File: config.mk
export PLATFORM = sky130hd
export DESIGN_NAME = seq_frame_sched
export DESIGN_NICKNAME = d
export VERILOG_FILES = /design/src/rtl/seq_frame_sched.sv
export SDC_FILE = /design/constraint.sdc
export NUM_CORES = 1
export LEC_CHECK = 0
export ABC_AREA = 1
export ABC_CLOCK_PERIOD_IN_PS = 1800
export CORE_ASPECT_RATIO = 0.6
export CORE_MARGIN = 5
export CORE_UTILIZATION = 49
export DETAILED_ROUTE_END_ITERATION = 8
export GPL_TIMING_DRIVEN = 0
export MAX_ROUTING_LAYER = met4
export PLACE_DENSITY = 0.82
export SLEW_MARGIN = 20
export SYNTH_ARGS = -nofsm -noshare
export SYNTH_HDL_FRONTEND = slang
export SYNTH_SLANG_ARGS = --single-unit
File: constraint.sdc
create_clock -name clk -period 1.8 [get_ports clk]
set_clock_uncertainty 0.1 [all_clocks]
set_input_delay 0.18 -clock clk [delete_from_list [all_inputs] [get_ports clk]]
set_output_delay 0.18 -clock clk [all_outputs]
set_load 0.05 [all_outputs]
File: src/rtl/seq_frame_sched.sv
// seq_frame_sched
//   Time-shares one serial sequence detector between two requesters. A frame
//   is accepted from one requester (round-robin when both are valid). The
//   detector is then cleared and the frame is shifted into it MSB-first.
//   The cycles with det_z high are counted, and the count is returned tagged
//   with the owning requester's ID.
//
// Ports
//   clk        rising-edge clock
//   rst        synchronous active-high reset
//   req_valid  [1:0]  per-requester frame valid
//   req_data0  frame from requester 0
//   req_data1  frame from requester 1
//   req_ready  [1:0]  one-hot accept (combinational, IDLE only)
//   det_rst    detector reset, one cycle per frame (and during reset)
//   det_x      serial bit to the detector
//   det_z      detector match output
//   res_valid  result valid (DONE)
//   res_ready  result accept
//   res_id     requester that owns the result
//   res_count  number of sampled det_z-high cycles
//   busy       high whenever the scheduler is not idle
module seq_frame_sched #(
   parameter int FRAME_W = 12,
   parameter int DET_LAT = 1,
   localparam int CW = $clog2(FRAME_W + 1)
) (
   input  logic               clk,
   input  logic               rst,
   input  logic [1:0]         req_valid,
   input  logic [FRAME_W-1:0] req_data0,
   input  logic [FRAME_W-1:0] req_data1,
   output logic [1:0]         req_ready,
   output logic               det_rst,
   output logic               det_x,
   input  logic               det_z,
   output logic               res_valid,
   input  logic               res_ready,
   output logic               res_id,
   output logic [CW-1:0]      res_count,
   output logic               busy
);

   // j counts cycles from the first SHIFT cycle through the end of DRAIN
   localparam int JW = $clog2(FRAME_W + DET_LAT + 1);

   typedef enum logic [2:0] {
      IDLE  = 3'd0,
      CLR   = 3'd1,
      SHIFT = 3'd2,
      DRAIN = 3'd3,
      DONE  = 3'd4
   } state_t;

   state_t             state_r;
   state_t             state_s;
   logic               ptr_r;
   logic [FRAME_W-1:0] sr_r;
   logic [JW-1:0]      j_r;
   logic [CW-1:0]      count_r;
   logic               id_r;
   logic [1:0]         grant_s;
   logic               xfer_s;
   logic               sample_s;

   // Arbitration: a lone valid requester wins; on contention ptr decides
   always_comb begin
      grant_s = 2'b00;
      if (req_valid == 2'b11) begin
         grant_s = ptr_r ? 2'b10 : 2'b01;
      end else begin
         grant_s = req_valid;
      end
   end

   assign req_ready = (state_r == IDLE && !rst) ? grant_s : 2'b00;
   assign xfer_s    = |(req_valid & req_ready);

   // Only FRAME_W samples are taken, starting DET_LAT cycles into SHIFT
   assign sample_s  = (state_r == SHIFT || state_r == DRAIN) &&
                      (j_r >= JW'(DET_LAT)) && det_z;

   assign det_rst   = rst || (state_r == CLR);
   assign det_x     = (state_r == SHIFT) ? sr_r[FRAME_W-1] : 1'b0;
   assign res_valid = (state_r == DONE);
   assign busy      = (state_r != IDLE);
   assign res_id    = id_r;
   assign res_count = count_r;

   // Next-state logic
   always_comb begin
      state_s = state_r;
      case (state_r)
         IDLE: begin
            if (xfer_s) begin
               state_s = CLR;
            end else begin
               state_s = IDLE;
            end
         end
         CLR: state_s = SHIFT;
         SHIFT: begin
            if (j_r == JW'(FRAME_W - 1)) begin
               state_s = (DET_LAT == 0) ? DONE : DRAIN;
            end else begin
               state_s = SHIFT;
            end
         end
         DRAIN: begin
            if (j_r == JW'(FRAME_W + DET_LAT - 1)) begin
               state_s = DONE;
            end else begin
               state_s = DRAIN;
            end
         end
         DONE: begin
            if (res_ready) begin
               state_s = IDLE;
            end else begin
               state_s = DONE;
            end
         end
         default: state_s = IDLE;
      endcase
   end

   // State register, frame capture, shifting and match counting
   always_ff @(posedge clk) begin
      if (rst) begin
         state_r <= IDLE;
         ptr_r   <= 1'b0;
         sr_r    <= '0;
         j_r     <= '0;
         count_r <= '0;
         id_r    <= 1'b0;
      end else begin
         state_r <= state_s;
         case (state_r)
            IDLE: begin
               if (xfer_s) begin
                  sr_r    <= req_ready[1] ? req_data1 : req_data0;
                  id_r    <= req_ready[1];
                  // Next contention goes to the requester not just served
                  ptr_r   <= req_ready[0];
                  count_r <= '0;
                  j_r     <= '0;
               end
            end
            SHIFT: begin
               sr_r <= {sr_r[FRAME_W-2:0], 1'b0};
               j_r  <= j_r + JW'(1);
               if (sample_s) begin
                  count_r <= count_r + CW'(1);
               end
            end
            DRAIN: begin
               j_r <= j_r + JW'(1);
               if (sample_s) begin
                  count_r <= count_r + CW'(1);
               end
            end
            default: begin
            end
         endcase
      end
   end

endmodule

==> flow_summary.json, run 1 <==
{
  "power_density_nw_per_um2": 642,
  "clk_pin_slew_ns": 0.08,
  "r2r_slack_ns": 0.19,
  "ant_nets": 0,
  "vias": 1636,
  "busiest_layer": "met2",
  "crit_path_max_fanout": 4,
  "io_buffers": 39,
  "drc": 0,
  "cp_cell_sequence": "clkdlybuf4s50_1",
  "synth_cell_types": 27,
  "reg2reg_to": "sr_r[0]",
  "syn_nets": 265,
  "hold_depth": 2,
  "final.period_utilization": 0.975,
  "critical-path-max-stage-delay_ns": 0.82,
  "grt_pass1_vias": 1405,
  "leakagePower_nw": 1.01,
  "max_cap_viol_count": 0,
  "min_period_ns": 1.76,
  "min_path_type": "in -> reg",
  "areaGrowthSynthToFinish_pct": 33.3,
  "routed_wl_mm": 4.14,
  "ys_ff_latch": 25,
  "timing.critical_path.to_type": "primary output",
  "fmax_mhz": 570,
  "ctsHoldBuffers": 0,
  "drive_gt1_frac": 0.201,
  "core_um2": 3240,
  "met1_usage": 0.246,
  "maxSlewViolCount": 0,
  "drt_first_pass_iters": 4,
  "nFillCells": 279,
  "critPathKind": "reg -> out",
  "clk_latency_ns": 0.27,
  "initial_core_util": 0.510,
  "avgSynthCellArea_um2": 7.16,
  "grt_setup_unrepaired": "yes",
  "cp-start-kind": "flop",
  "setup_viol": 0,
  "hold_viol_final": 0,
  "cp_slowest_cell": "clkdlybuf4s50_1",
  "synthCells": 231,
  "place_hpwl_mm": 3.04,
  "crit_family": "buffers and inverters",
  "track_usage": 0.181,
  "gr-usage-met3": 0.0503,
  "slew_headroom": 0.668,
  "gr-usage-met2": 0.271,
  "status": "complete, no violations",
  "place_area_um2": 2110,
  "grt_max_degree": 14,
  "cts_tree": "yes",
  "dp.cells": 315,
  "drtIter0Drc": 133,
  "hold_end": "state_r[1]",
  "finalNetCount": 313,
  "stdcell_count": 323,
  "die_w_um": 85.0,
  "finalInstanceArea_um2": 2200,
  "final_common_cell": "nand2_1",
  "grt_pass1_wl_mm": 6.54,
  "synth_warnings": 0,
  "setup_tns_ns": 0,
  "drt-wirelength-per-cell_um": 12.8,
  "antenna_found_initial": 0,
  "cts_buffer_depth": 2,
  "ys_seq_area_frac": 0.303,
  "place_congestion": 0.865,
  "clockRootBuffer": "clkbuf_8",
  "n_antenna_cell": 0,
  "register_area_um2": 507,
  "vias_per_cell": 5.07,
  "overflow": 0,
  "critical_path_arrival_ns": 1.48,
  "ios": 41,
  "path_buf_inv": 1,
  "irDropWorstVdd_mv": 0.427,
  "dieArea_um2": 4670,
  "numCtsBuffers": 3,
  "worst_slew_pin_slew_ns": 0.497,
  "r2r-start": "state_r[2]",
  "die_h_um": 55.0,
  "row_count": 16,
  "clock-sinks": 25,
  "multi_input_area_um2": 930,
  "final_cell_mix": "52 x nand2_1, 34 x inv_1, 32 x clkdlybuf4s50_1",
  "r2r_cells": 7,
  "required_ns": 1.52,
  "synth_area_um2": 1650,
  "hp-start": "rst",
  "h-tree-depth": 1
}
==> flip-flops by register name (all words and copies together) (netlist names) <==
signal / flops
j_r: 4
ptr_r: 1
sr_r: 12
res_id: 1
state_r: 3
res_count: 4
==> cells in the mapped netlist, drive strengths merged <==
master  number  area [µm²]
nor2        19         110
xnor2        1        8.76
a21oi       14        81.3
inv         39         149
a32oi        1        8.76
or2          1        6.26
nor3         3        15.0
nand3       43         303
dfxtp       25         500
nand2       53         199
nor4         1        6.26
ha           4        50.1
buf          9        86.3
o21bai      11        82.6
o21ai        6        41.3
clkinv       1        5.00
==> layout make-up <==
class                   count  share of cell area
well taps                  45              0.0256
clock buffers               4              0.0204
flip-flops and latches     25               0.230
multi-input cells         157               0.422
repair buffers             44               0.195
inverters                  40              0.0733
plain buffers               8              0.0341
==> kinds of logic after synthesis <==
logic type	share of synthesized area
DFF	0.303
xor gates and xnor gates	0.00530
and+or+nand+nor	0.387
adders and majority gates	0.0303
AOI/OAI and AO/OA	0.129
buffers and inverters	0.145
==> power by group <==
| group | internal, mW | leakage, nW | switching (mW) | total, mW |
|---|---|---|---|---|
| combinational | 0.201 | 0.784 | 0.266 | 0.468 |
| sequential | 0.590 | 0.205 | 0.0314 | 0.622 |
| clock | 0.158 | 0.0228 | 0.168 | 0.326 |
==> worst max-delay path by stage <==
stage / end / depth (start not counted) / from / slack (ns)
4_1_cts: det_x / 8 / state_r[1] / -0.04
6_report: res_count[1] / 1 / res_count[1] / 0.04
5_1_grt: det_x / 7 / state_r[1] / -0.01
3_3_place_gp: req_ready[1] / 6 / req_valid[0] / -0.59
2_1_floorplan: det_x / 7 / state_r[1] / 0.11
3_5_place_dp: req_ready[1] / 6 / req_valid[0] / -0.61
==> metrics by stage <==
stage,worst slack [ns],hold slack [ns],util,power (mW)
global placement,-0.587,0.345,0.650,1.07
floorplan,0.112,0.251,-,0.933
CTS,-0.0379,0.0523,0.666,1.41
finish,0.0448,0.0620,0.679,1.42
detailed placement,-0.608,0.349,0.650,1.08
global route,-0.0115,0.0537,0.679,1.50
==> what timing repair did <==
| action | in CTS | in global routing |
|---|---|---|
| cloned | 0 | 0 |
| endpoints found under the setup margin | 6 | 5 |
| buffers inserted | 0 | 5 |
| gates resized for setup | 30 | 10 |
| pin swaps | 1 | 3 |
==> layer usage <==
metal | up-vias | part of all wire
met5 | - | 0
met4 | 0 | 0.0056
met3 | 4 | 0.060
met2 | 45 | 0.43
met1 | 755 | 0.51
li1 | 832 | -
(Power assumes the default switching activity.)
==> inputs of run 2 (changes only) <==
--- a/config.mk
+++ b/config.mk
@@ -10,6 +10,7 @@
 export CORE_ASPECT_RATIO = 0.6
 export CORE_MARGIN = 5
 export CORE_UTILIZATION = 49
+export CTS_CLUSTER_SIZE = 8
 export DETAILED_ROUTE_END_ITERATION = 8
 export GPL_TIMING_DRIVEN = 0
 export MAX_ROUTING_LAYER = met4
==> results of run 2 <==
Same layout as run 1: the final DEF is identical, and so are final timing and power.
